`src/rtl/load_store_unit.sv`:
```
// Data-memory access stage: req/ack transaction with byte-lane steering and load extension.
// Optional build macro LSU_MISALIGN_TRAP_EN traps misaligned half/word accesses instead of truncating.
module load_store_unit #(
    parameter int TIMEOUT = 15
) (
    input  logic        clk,
    input  logic        rst,
    input  logic        start,
    input  logic [6:0]  opcode,
    input  logic [2:0]  func3,
    input  logic [31:0] addr,
    input  logic [31:0] wdata,
    output logic        busy,
    output logic        done,
    output logic        err,
    output logic [31:0] rdata,
    output logic        mem_req,
    output logic        mem_we,
    output logic [31:0] mem_addr,
    output logic [31:0] mem_wdata,
    output logic [3:0]  mem_be,
    input  logic [31:0] mem_rdata,
    input  logic        mem_ack
);

    localparam logic [6:0] OP_LOAD  = 7'b0000011;
    localparam logic [6:0] OP_STORE = 7'b0100011;
    localparam int CW = (TIMEOUT < 2) ? 1 : $clog2(TIMEOUT);

    typedef enum logic [1:0] {IDLE, REQ, DONE} state_t;

    state_t      state_q, state_d;
    logic [CW-1:0] cnt_q, cnt_d;
    logic        err_q, err_d;
    logic [31:0] rdata_q, rdata_d;
    logic [31:0] addr_q, addr_d;
    logic [31:0] wdata_q, wdata_d;
    logic [3:0]  be_q, be_d;
    logic        we_q, we_d;
    logic [2:0]  f3_q, f3_d;
    logic [1:0]  lane_q, lane_d;

    // Command decode on the raw inputs, used only at acceptance.
    logic        is_load, is_store, legal, misaligned, trap;
    logic [1:0]  lane_new;
    logic [3:0]  be_new;
    logic [31:0] wdata_new;

    always_comb begin
        is_load  = (opcode == OP_LOAD);
        is_store = (opcode == OP_STORE);
        legal    = 1'b0;
        if (is_load) begin
            case (func3)
                3'b000, 3'b001, 3'b010, 3'b100, 3'b101: legal = 1'b1;
                default:                                legal = 1'b0;
            endcase
        end else if (is_store) begin
            legal = (func3 == 3'b000) || (func3 == 3'b001) || (func3 == 3'b010);
        end
        misaligned = ((func3[1:0] == 2'b01) && addr[0]) ||
                     ((func3[1:0] == 2'b10) && (addr[1:0] != 2'b00));
`ifdef LSU_MISALIGN_TRAP_EN
        trap = misaligned;
`else
        trap = 1'b0;
`endif
        case (func3[1:0])
            2'b00: begin
                lane_new  = addr[1:0];
                be_new    = 4'b0001 << addr[1:0];
                wdata_new = {4{wdata[7:0]}};
            end
            2'b01: begin
                lane_new  = {addr[1], 1'b0};
                be_new    = 4'b0011 << {addr[1], 1'b0};
                wdata_new = {2{wdata[15:0]}};
            end
            default: begin
                lane_new  = 2'b00;
                be_new    = 4'b1111;
                wdata_new = wdata;
            end
        endcase
    end

    // Lane extraction of the returned word using the latched command.
    logic [7:0]  rd_byte;
    logic [15:0] rd_half;
    logic [31:0] load_val;

    always_comb begin
        rd_byte = mem_rdata[{lane_q, 3'b000} +: 8];
        rd_half = mem_rdata[{lane_q[1], 4'b0000} +: 16];
        case (f3_q)
            3'b000:  load_val = {{24{rd_byte[7]}}, rd_byte};
            3'b001:  load_val = {{16{rd_half[15]}}, rd_half};
            3'b100:  load_val = {24'd0, rd_byte};
            3'b101:  load_val = {16'd0, rd_half};
            default: load_val = mem_rdata;
        endcase
    end

    always_comb begin
        state_d = state_q;
        cnt_d   = cnt_q;
        err_d   = 1'b0;
        rdata_d = rdata_q;
        addr_d  = addr_q;
        wdata_d = wdata_q;
        be_d    = be_q;
        we_d    = we_q;
        f3_d    = f3_q;
        lane_d  = lane_q;
        case (state_q)
            IDLE: begin
                if (start && (is_load || is_store)) begin
                    if (!legal || trap) begin
                        state_d = DONE;
                        err_d   = 1'b1;
                    end else begin
                        state_d = REQ;
                        cnt_d   = '0;
                        addr_d  = {addr[31:2], 2'b00};
                        wdata_d = wdata_new;
                        be_d    = be_new;
                        we_d    = is_store;
                        f3_d    = func3;
                        lane_d  = lane_new;
                    end
                end
            end
            REQ: begin
                if (mem_ack) begin
                    state_d = DONE;
                    if (!we_q) begin
                        rdata_d = load_val;
                    end
                end else if (cnt_q == CW'(TIMEOUT - 1)) begin
                    state_d = DONE;
                    err_d   = 1'b1;
                end else begin
                    cnt_d = cnt_q + CW'(1);
                end
            end
            default: begin
                state_d = IDLE;
            end
        endcase
    end

    always_ff @(posedge clk) begin
        if (rst) begin
            state_q <= IDLE;
            cnt_q   <= '0;
            err_q   <= 1'b0;
            rdata_q <= '0;
            addr_q  <= '0;
            wdata_q <= '0;
            be_q    <= '0;
            we_q    <= 1'b0;
            f3_q    <= '0;
            lane_q  <= '0;
        end else begin
            state_q <= state_d;
            cnt_q   <= cnt_d;
            err_q   <= err_d;
            rdata_q <= rdata_d;
            addr_q  <= addr_d;
            wdata_q <= wdata_d;
            be_q    <= be_d;
            we_q    <= we_d;
            f3_q    <= f3_d;
            lane_q  <= lane_d;
        end
    end

    assign busy      = (state_q != IDLE);
    assign done      = (state_q == DONE);
    assign err       = err_q;
    assign rdata     = rdata_q;
    assign mem_req   = (state_q == REQ);
    assign mem_we    = we_q;
    assign mem_addr  = addr_q;
    assign mem_wdata = wdata_q;
    assign mem_be    = be_q;

endmodule

```
`config.mk`:
```
export PLATFORM = sky130hd
export DESIGN_NAME = load_store_unit
export DESIGN_NICKNAME = d
export VERILOG_FILES = /design/src/rtl/load_store_unit.sv
export SDC_FILE = /design/constraint.sdc
export NUM_CORES = 1
export LEC_CHECK = 0
export ABC_AREA = 1
export CORE_ASPECT_RATIO = 1.75
export CORE_MARGIN = 2
export CORE_UTILIZATION = 30
export CTS_CLUSTER_DIAMETER = 120
export CTS_CLUSTER_SIZE = 25
export DETAILED_ROUTE_END_ITERATION = 8
export PLACE_DENSITY_LB_ADDON = 0.08
export SKIP_LAST_GASP = 1
export SLEW_MARGIN = 20
export SYNTH_ARGS = -nofsm -noshare
export SYNTH_HDL_FRONTEND = slang
export SYNTH_SLANG_ARGS = --single-unit
export TNS_END_PERCENT = 5
```
`constraint.sdc`:
```
create_clock -name clk -period 4 [get_ports clk]
set_clock_uncertainty 0.15 [all_clocks]
set_input_delay 1.2 -clock clk [delete_from_list [all_inputs] [get_ports clk]]
set_output_delay 1.2 -clock clk [all_outputs]
set_load 0.01 [all_outputs]
```
* Word-level counts from Yosys, hierarchy flattened
Index checks and enable logic that the tools add are counted.
** Cells by class
- $add $sub $neg :: 1
- Multiply operators :: 0
- Divide/modulo/power cells :: 0
- $lt $le $gt $ge :: 0
- Eq/ne operators :: 18
- Shift operators :: 4
- Multiplexer cells :: 22
- Bitwise operators :: 1
- Reduce and logical (&&, ||, !) cells :: 15
** Operators by type and width (number)
- 32-bit case mux with 4 select lines :: 1
- 32-bit case mux with 2 select lines :: 1
- 32-bit by 6-bit variable part select with 16-bit output :: 1
- 32-bit by 6-bit variable part select with 8-bit output :: 1
- 4-bit 2-to-1 mux :: 4
- 4-bit case mux with 2 select lines :: 2
- 3-bit equality test, second input constant :: 4
- 2-bit 2-to-1 mux :: 4
- 2-bit != test, second input constant :: 4
- 2-bit case mux with 2 select lines :: 2
- 7-bit by 2-bit equality test with 1-bit output, second input constant :: 1
- 7-bit by 6-bit equality test with 1-bit output, second input constant :: 1
- 1-bit 2-to-1 mux :: 7
- 3-bit by 1-bit equality test with 1-bit output, second input constant :: 2
- 3-bit zero test :: 2
- 3-bit AND reduction :: 2
- 5-bit AND reduction :: 1
- 5-bit OR reduction :: 1
- 4-bit by 1-bit adder with 4-bit output, second input constant :: 1
- 2-bit by 1-bit equality test with 1-bit output, second input constant :: 2
- 4-bit equality test, second input constant :: 1
- 2-bit zero test :: 2
- 2-bit nonzero test :: 2
- 1-bit by 2-bit left shift with 4-bit output, first input constant :: 1
- 9 further kinds :: 11
** Word-level totals
- Register bits after elaboration :: 111
- Bits in latches :: 0
- RAM bits :: 0
- Bits in read-only memories :: 0
- Input port bits :: 110
- Output and inout bits :: 105
- Word-level logic and storage cells :: 71
- Memories kept :: 0

* Logic depth before layout (Yosys ltp)
Gate-level depths: netlist of run 1.
- Depth in word-level cells :: 8
- Gate-level depth with buffers :: 11
- Gate-level depth less buffers :: 9

* Least setup slack after synthesis of run 1
OpenSTA, ideal clock, no wires.
- Path type :: input to register
- Start :: input port opcode[2]
- End :: register wdata_q[10], in the netlist mem_wdata[10]
- Library setup time :: 0.113 ns
- Data arrival time :: 2.119 ns
- Required time :: 3.737 ns
- Path slack :: 1.618 ns
- Stages on the path :: 10
- Buffers on the path :: 2
- Cell sequence :: inv_1 -> nand2_1 -> nor2_4 -> nand2_1 -> nor2_4 -> nand2_2 -> buf_6 -> buf_2 -> o21ai_1 -> nor2_1
** On the way
- Cells in the longest elaborated chain, start to end :: 4
- Elaborated cells between the ends (all ways) :: 7
- Classes of those cells :: 2 x eq/ne; 2 x mux; 3 x reduce/logical
** RTL lines
- from (decl) :: line 9 : input logic [6:0] opcode,
- 7-bit by 6-bit equality test with 1-bit output or 7-bit by 2-bit equality test with 1-bit output (tied branches) :: line 51, 50
- 1-bit 2-to-1 mux or 1-bit logical OR (tied branches) :: line 58, 117
- 1-bit 2-to-1 mux or 1-bit logical AND (tied branches) :: line 53, 117
- 3-bit AND reduction (no source line) *
- to (signal assigned) :: line 170 : wdata_q <= wdata_d;
- to (decl) :: line 37 : logic [31:0] wdata_q, wdata_d;
Every way passes the cells marked *; elsewhere a longest branch is shown, timed or not.
A chain may end at the register's enable or synchronous reset.

* Final worst setup path of run 1
- Start :: input port func3[0]
- End :: register addr_q[27], in the netlist mem_addr[27]
** On the way
- Cells in the longest elaborated chain, start to end :: 6
- Elaborated cells between the ends (all ways) :: 12
- Classes of those cells :: 4 x eq/ne; 3 x mux; 5 x reduce/logical
** RTL lines
- from (decl) :: line 10 : input logic [2:0] func3,
- branches (longest 4 deep; another with 5-bit OR reduction)
- 1-bit 2-to-1 mux * :: line 53 : if (is_load) begin
- 3-bit AND reduction (no source line) *
- to (signal assigned) :: line 169 : addr_q <= addr_d;
- to (decl) :: line 36 : logic [31:0] addr_q, addr_d;
Mark *: on every way between the ends.

==> results.sh, run 1 <==
export IMPL_cp_data_arrival_time_ns=3.10
export IMPL_synth_seq_cells=111
export IMPL_ys_warn_count=0
export IMPL_startpoint_type="primary input"
export IMPL_final_seq_area_um2=2222
export IMPL_synthTopCellsByCount="201 x nor2_1, 115 x nand2_1, 111 x dfxtp_1"
export IMPL_grt_pass1_vias=5116
export IMPL_clock_latency_ns=0.35
export IMPL_worst_pin_slew_ns=0.6932
export IMPL_rsz0062_at_grt="no"
export IMPL_antenna_cells=0
export IMPL_multi_input_area_um2=2465
export IMPL_post_dp_hpwl_um=13790
export IMPL_irDropWorstVdd_v=0.0002008
export IMPL_post_drt_wl_per_cell_um=15.44
export IMPL_grtUsageMet2_pct=36.26
export IMPL_hold_path_startpoint="mem_addr[26]$_SDFFE_PP0P_"
export IMPL_clock_sinks=111
export IMPL_drv_slew=0
export IMPL_clkTransAtPathRegs_ns=0.08
export IMPL_num_rows=63
export IMPL_whs_path_depth=2
export IMPL_first_pass_iters=5
export IMPL_avgSynthCellArea_um2=6.738
export IMPL_grt_usage_pct=19.54
export IMPL_synthMuxAreaShare_pct=0
export IMPL_syn_to_final_growth_pct=48.76
export IMPL_finalCritPeriodShare_pct=75.05
export IMPL_gr_usage_met1_pct=21.28
export IMPL_gp_congestion=0.8849
export IMPL_route_antenna_remaining_nets=0
export IMPL_yosys_area_top_type="dfxtp_1"
export IMPL_setup_viol=0
export IMPL_synth_top_family_by_area="simple AND/OR/NAND/NOR gates"
export IMPL_port_buffers=212
export IMPL_drt_wl_total_um=18310
export IMPL_crit_type="primary input to flip-flop"
export IMPL_final_util_pct=45.48
export IMPL_grt_pass1_wl_um=27390
export IMPL_layout_nets=1067
export IMPL_dr_first_iter_drc_count=200
export IMPL_grt_overflow=0
export IMPL_max_freq_mhz=333.1
export IMPL_drt_vias_per_instance=4.621
export IMPL_critPathRequiredTime_ns=4.09
export IMPL_synthSimpleGateAreaFrac_pct=26.81
export IMPL_ctsResizeCount=0
export IMPL_cts_buffers_inserted=9
export IMPL_slew_headroom_pct=53.74
export IMPL_final_cell_area_um2=7707
export IMPL_die_w_um=103.3
export IMPL_yosysSeqAreaShare_pct=42.89
export IMPL_cts_max_level=3
export IMPL_netlist_instances=769
export IMPL_synth_edf_count=0
export IMPL_synth_top_area_share_pct=42.89
export IMPL_synthTopCellsByArea="dfxtp_1 43%, nor2_1 15%, o21ai_0 9.6%, nand2_1 8.3%, inv_1 4.1%"
export IMPL_cts_hold_buf=0
export IMPL_r2r_start="lane_q[1]$_SDFFE_PP0P_"
export IMPL_hp_class="flip-flop to flip-flop"
export IMPL_antenna_found_initial=0
export IMPL_start_util_pct=30.57
export IMPL_hold_viol_final=0
export IMPL_gr_max_usage_layer="met2"
export IMPL_synth_most_common_cell="nor2_1"
export IMPL_root_buffer="clkbuf_16"
export IMPL_fillers=1795
export IMPL_cts_tree="done"
export IMPL_cts_buffer_depth=2
export IMPL_crit_fanout=21
export IMPL_tns_ns=0
export IMPL_synth_xor_area_share_pct=0.3381
export IMPL_netlist_area_um2=5181
export IMPL_chipHeight_um=177.9
export IMPL_coreArea_um2=16950
export IMPL_cts_setup_buffers=0
export IMPL_powerDensity_nw_per_um2=287.3
export IMPL_reg2reg_slack_ns=1.76
export IMPL_vias=5481
export IMPL_grtUsageMet3_pct=4.529
export IMPL_r2r_end="rdata[21]$_SDFFE_PP0P_"
export IMPL_drive_gt1_share_pct=4.797
export IMPL_min_period_ns=3.002
export IMPL_synth_cell_types=32
export IMPL_io_pins=215
export IMPL_place_area_um2=7426
export IMPL_reg2reg_depth=7
export IMPL_synthFlopType="dfxtp_1"
export IMPL_critPathCaptureType="flip-flop"
export IMPL_cap_violations=0
export IMPL_synth_async_reset_ratio_pct=0
export IMPL_hold_end="mem_addr[26]$_SDFFE_PP0P_"
export IMPL_synth_compound_area_share_pct=19.80
export IMPL_grt_max_degree=53
export IMPL_synth_adder_area_share_pct=0.4830
export IMPL_drcViolationCount=0
export IMPL_leakage_uw=0.003102
export IMPL_status="finished, final reports clean"
export IMPL_dieArea_um2=18380
[cells by family (layout without fill, tap and decap cells)]
logic type	count (synthesis)	after routing
and+or+nand+nor	348	348
AOI/OAI and AO/OA	196	196
DFF	111	111
buffers and inverters	109	298
adders and majority gates	2	2
xor gates and xnor gates	2	2
other	1	2
[state kept, by name (all words and copies together), names as in the netlist]
name       cells
f3_q           3
err            1
mem_wdata     32
state_q        2
cnt_q          4
mem_be         4
lane_q         2
mem_we         1
rdata         32
mem_addr      30
[worst max-delay path, stage by stage]
cell             delay (ns)
clkdlybuf4s50_1        0.47
o21ai_1                0.22
nand2_1                0.12
nor2_4                 0.14
nand3_2                0.35
buf_4                  0.34
o21ai_0                0.18
nor2_1                 0.07
[per-stage QoR]
stage                     setup WS (ns)  hold WS, ns  total power, uW  std cells
final                            0.9979       0.3301             2214       1186
after floorplan                   1.618       0.3360             1215        770
after CTS                        0.9357       0.3378             2254       1186
after detailed placement         0.5891       0.3163             1363       1171
after global placement           0.6140       0.3105             1364       1171
after global routing             0.8169       0.3545             2312       1186
[layout make-up]
class / instances / area share (%)
Timing Repair Buffer: 223 / 28.93
Multi-Input combinational cell: 550 / 31.98
Sequential cell: 111 / 28.83
Clock buffer: 10 / 3.101
Inverter: 60 / 2.922
Clock inverter: 5 / 0.5519
Tap cell: 227 / 3.685
[metal layers]
layer | vias to the layer above | routed length (um)
met3 | 22 | 1019
li1 | 2811 | -
met4 | 0 | 381
met5 | - | 0
met2 | 150 | 10020
met1 | 2498 | 6889
[power by group]
group	switching (uW)	internal (uW)
sequential	0.129	1100
clock	434	445
combinational	104	127
[worst max-delay path by stage]
stage / startpoint / endpoint / slack (ns) / cells after the start
detailed placement: func3[0] / mem_addr[21]$_SDFFE_PP0P_ / 0.59 / 8
finish: func3[0] / mem_addr[27]$_SDFFE_PP0P_ / 1.0 / 8
global placement: func3[0] / mem_addr[4]$_SDFFE_PP0P_ / 0.61 / 8
CTS: func3[0] / mem_addr[27]$_SDFFE_PP0P_ / 0.94 / 8
floorplan: opcode[2] / mem_wdata[10]$_SDFFE_PP0P_ / 1.62 / 10
global route: func3[0] / mem_addr[27]$_SDFFE_PP0P_ / 0.82 / 8
[placed cells by master, fill, tap and decap left out]
| cell type | count |
|---|---|
| clkinv_2 | 1 |
| inv_8 | 1 |
| inv_1 | 55 |
| clkbuf_8 | 1 |
| buf_4 | 9 |
| clkinv_1 | 1 |
| a211o_1 | 1 |
| inv_6 | 1 |
| inv_2 | 4 |
| o211ai_1 | 9 |
| buf_12 | 2 |
| nand3_2 | 1 |
| ha_1 | 2 |
| clkinv_4 | 2 |
| dfxtp_1 | 111 |
| o21ai_0 | 99 |
| nand2_2 | 3 |
| xor2_1 | 1 |
| nand2_1 | 115 |
| nand3_1 | 11 |
| or2_2 | 7 |
| nor2_2 | 2 |
| nor3_1 | 2 |
| o21ai_1 | 38 |
| a21oi_1 | 41 |
| a31oi_1 | 1 |
| xnor2_1 | 1 |
| nor2_1 | 201 |
| nor2_4 | 3 |
| clkdlybuf4s50_1 | 212 |
| conb_1 | 2 |
| a21o_1 | 7 |
| nand4_1 | 3 |
| clkbuf_16 | 9 |
No activity file was read; power rests on OpenSTA's default activity.
==> run 2, diff against run 1 <==
==> constraint.sdc (replaced) <==
create_clock -name clk -period 2.8 [get_ports clk]
set_clock_uncertainty 0.15 [all_clocks]
set_input_delay 0.84 -clock clk [delete_from_list [all_inputs] [get_ports clk]]
set_output_delay 0.84 -clock clk [all_outputs]
set_load 0.01 [all_outputs]
==> run 2 against run 1 <==
Effect of this change: final area grew 1.5%; final cell count grew 0.51%; hold slack improved by 0.0019 ns; core utilization increased by 0.69 points; non-clock buffer count up 6; critical path depth decreased by 5; global-route usage shrank 0.41 points; clock-buffer cell count is the same; register-to-register slack got worse by 0.79 ns; sequential cell count unchanged; first-iteration DRC count is 11% lower; sequential share of layout area decreased by 0.43 points; critical path type is now flip-flop to primary output; largest cell class unchanged; largest power group unchanged; highest routed layer unchanged.
==> results.sh, run 2 (synthesis gave the netlist of run 1 again) <==
export IMPL_rsz0062_at_grt="no"
export IMPL_max_freq_mhz=403.9
export IMPL_combPwrFrac_pct=10.2
export IMPL_cts_max_level=3
export IMPL_antenna_cells=0
export IMPL_grt_pass1_wl_um=27020
export IMPL_setup_viol=0
export IMPL_most_common_layout_cells="212 x clkdlybuf4s50_1, 201 x nor2_1, 115 x nand2_1"
export IMPL_critPathRequiredTime_ns=1.81
export IMPL_first_pass_iters=4
export IMPL_grt_overflow=0
export IMPL_start_util_pct=30.57
export IMPL_min_period_ns=2.476
export IMPL_cts_buffers_inserted=9
export IMPL_layout_nets=1073
export IMPL_finalCritPeriodShare_pct=88.42
export IMPL_dp_cells=1177
export IMPL_r2r_end="rdata[18]$_SDFFE_PP0P_"
export IMPL_cp_data_arrival_time_ns=1.49
export IMPL_vias=5473
export IMPL_port_buffers=212
export IMPL_cts_hold_buf=0
export IMPL_fin_cells=1192
export IMPL_route_antenna_remaining_nets=0
export IMPL_clkTransAtPathRegs_ns=0.07
export IMPL_max_stage_delay_ns=0.56
export IMPL_coreArea_um2=16950
export IMPL_drive_gt1_share_pct=5.389
export IMPL_antenna_found_initial=0
export IMPL_startpoint_type="flip-flop"
export IMPL_hp_class="flip-flop to flip-flop"
export IMPL_clock_sinks=111
export IMPL_final_common_cell="clkdlybuf4s50_1"
export IMPL_r2r_start="lane_q[1]$_SDFFE_PP0P_"
export IMPL_cts_tree="done"
export IMPL_grt_max_degree=86
export IMPL_power_frac_seq_pct=48.7
export IMPL_swShare_pct=23.30
export IMPL_ctsResizeCount=0
export IMPL_dr_first_iter_drc_count=179
export IMPL_internal_power_uw=2485
export IMPL_crit_start="state_q[1]$_SDFFE_PP0P_"
export IMPL_cp_endpoint="busy"
export IMPL_io_pins=215
export IMPL_clockPowerShare_pct=41.1
export IMPL_num_rows=63
export IMPL_place_area_um2=7521
export IMPL_grt_pass1_vias=5115
export IMPL_status="finished, final reports clean"
export IMPL_fin_ws_ns=0.3244
export IMPL_dp_slack_ns=0.01777
export IMPL_leakage_uw=0.003153
export IMPL_chipHeight_um=177.9
export IMPL_reg2reg_slack_ns=0.97
export IMPL_drcViolationCount=0
export IMPL_grt_usage_pct=19.13
export IMPL_post_drt_wl_per_cell_um=15.08
export IMPL_worst_pin_slew_ns=0.7370
export IMPL_die_w_um=103.3
export IMPL_irDropWorstVdd_v=0.0002339
export IMPL_cp_slowest_cell="clkdlybuf4s50_1"
export IMPL_drv_slew=0
export IMPL_reg2reg_depth=7
export IMPL_final_cell_area_um2=7825
export IMPL_slew_headroom_pct=50.81
export IMPL_tns_ns=0
export IMPL_root_buffer="clkbuf_16"
export IMPL_cap_violations=0
export IMPL_cts_buffer_depth=2
export IMPL_drt_wl_total_um=17980
export IMPL_cts_setup_buffers=0
export IMPL_drt_vias_per_instance=4.591
export IMPL_hold_viol_final=0
export IMPL_crit_fanout=3
export IMPL_crit_chain="inv_1, nand2_1, clkdlybuf4s50_1"
export IMPL_powerDensity_nw_per_um2=414.0
export IMPL_gp_congestion=0.9004
export IMPL_dieArea_um2=18380
export IMPL_p_switching_uw=755.0
export IMPL_syn_to_final_growth_pct=51.03
export IMPL_crit_type="flip-flop to primary output"
export IMPL_clock_latency_ns=0.34
export IMPL_critPathCaptureType="primary output"
export IMPL_post_dp_hpwl_um=13390
==> run 2: per-stage QoR <==
step	utilization, %	hold slack (ns)	power, uW
global route	46.17	0.3624	3386
finish	46.17	0.3320	3240
detailed placement	44.38	0.3225	1947
CTS	46.17	0.3339	3293
global placement	44.38	0.3106	1949
floorplan	-	0.3360	1736
==> run 2: power by group through the flow <==
stage / logic [uW] / clock network [uW] / registers, uW
2_1_floorplan: 121 / 0 / 1610
3_3_place_gp: 334 / 0 / 1610
3_5_place_dp: 332 / 0 / 1610
4_1_cts: 334 / 1380 / 1580
5_1_grt: 364 / 1450 / 1580
6_report: 331 / 1330 / 1580
==> run 2: worst min-delay path by stage <==
| stage | start | end | depth (start not counted) |
|---|---|---|---|
| after floorplan | cnt_q[3]$_SDFFE_PP0P_ | cnt_q[3]$_SDFFE_PP0P_ | 2 |
| after global placement | mem_wdata[11]$_SDFFE_PP0P_ | mem_wdata[11]$_SDFFE_PP0P_ | 2 |
| after detailed placement | mem_addr[8]$_SDFFE_PP0P_ | mem_addr[8]$_SDFFE_PP0P_ | 2 |
| after CTS | mem_be[3]$_SDFFE_PP0P_ | mem_be[3]$_SDFFE_PP0P_ | 2 |
| after global routing | mem_wdata[13]$_SDFFE_PP0P_ | mem_wdata[13]$_SDFFE_PP0P_ | 2 |
| final | mem_wdata[11]$_SDFFE_PP0P_ | mem_wdata[11]$_SDFFE_PP0P_ | 2 |
==> run 2: layer usage <==
layer | track usage, % | vias to the layer above | part of all wire (%)
met5 | 0 | - | 0
met4 | 7.401 | 0 | 2.9
met3 | 4.805 | 27 | 5.6
met2 | 34.46 | 167 | 53
met1 | 20.88 | 2452 | 39
li1 | - | 2827 | -
==> run 2: cell type report <==
class	count	area, um^2
Multi-Input combinational cell	550	2465
Sequential cell	111	2222
Tap cell	227	284.0
Inverter	60	225.2
Clock inverter	5	65.06
Timing Repair Buffer	229	2325
Fill cell	1802	9123
Clock buffer	10	239.0
==> run 2: worst max-delay path: cells and delay by family, from the launching register on <==
family	cells	cell delay, ns
buffers and inverters	2	0.64
DFF	1	0.37
and+or+nand+nor	1	0.12
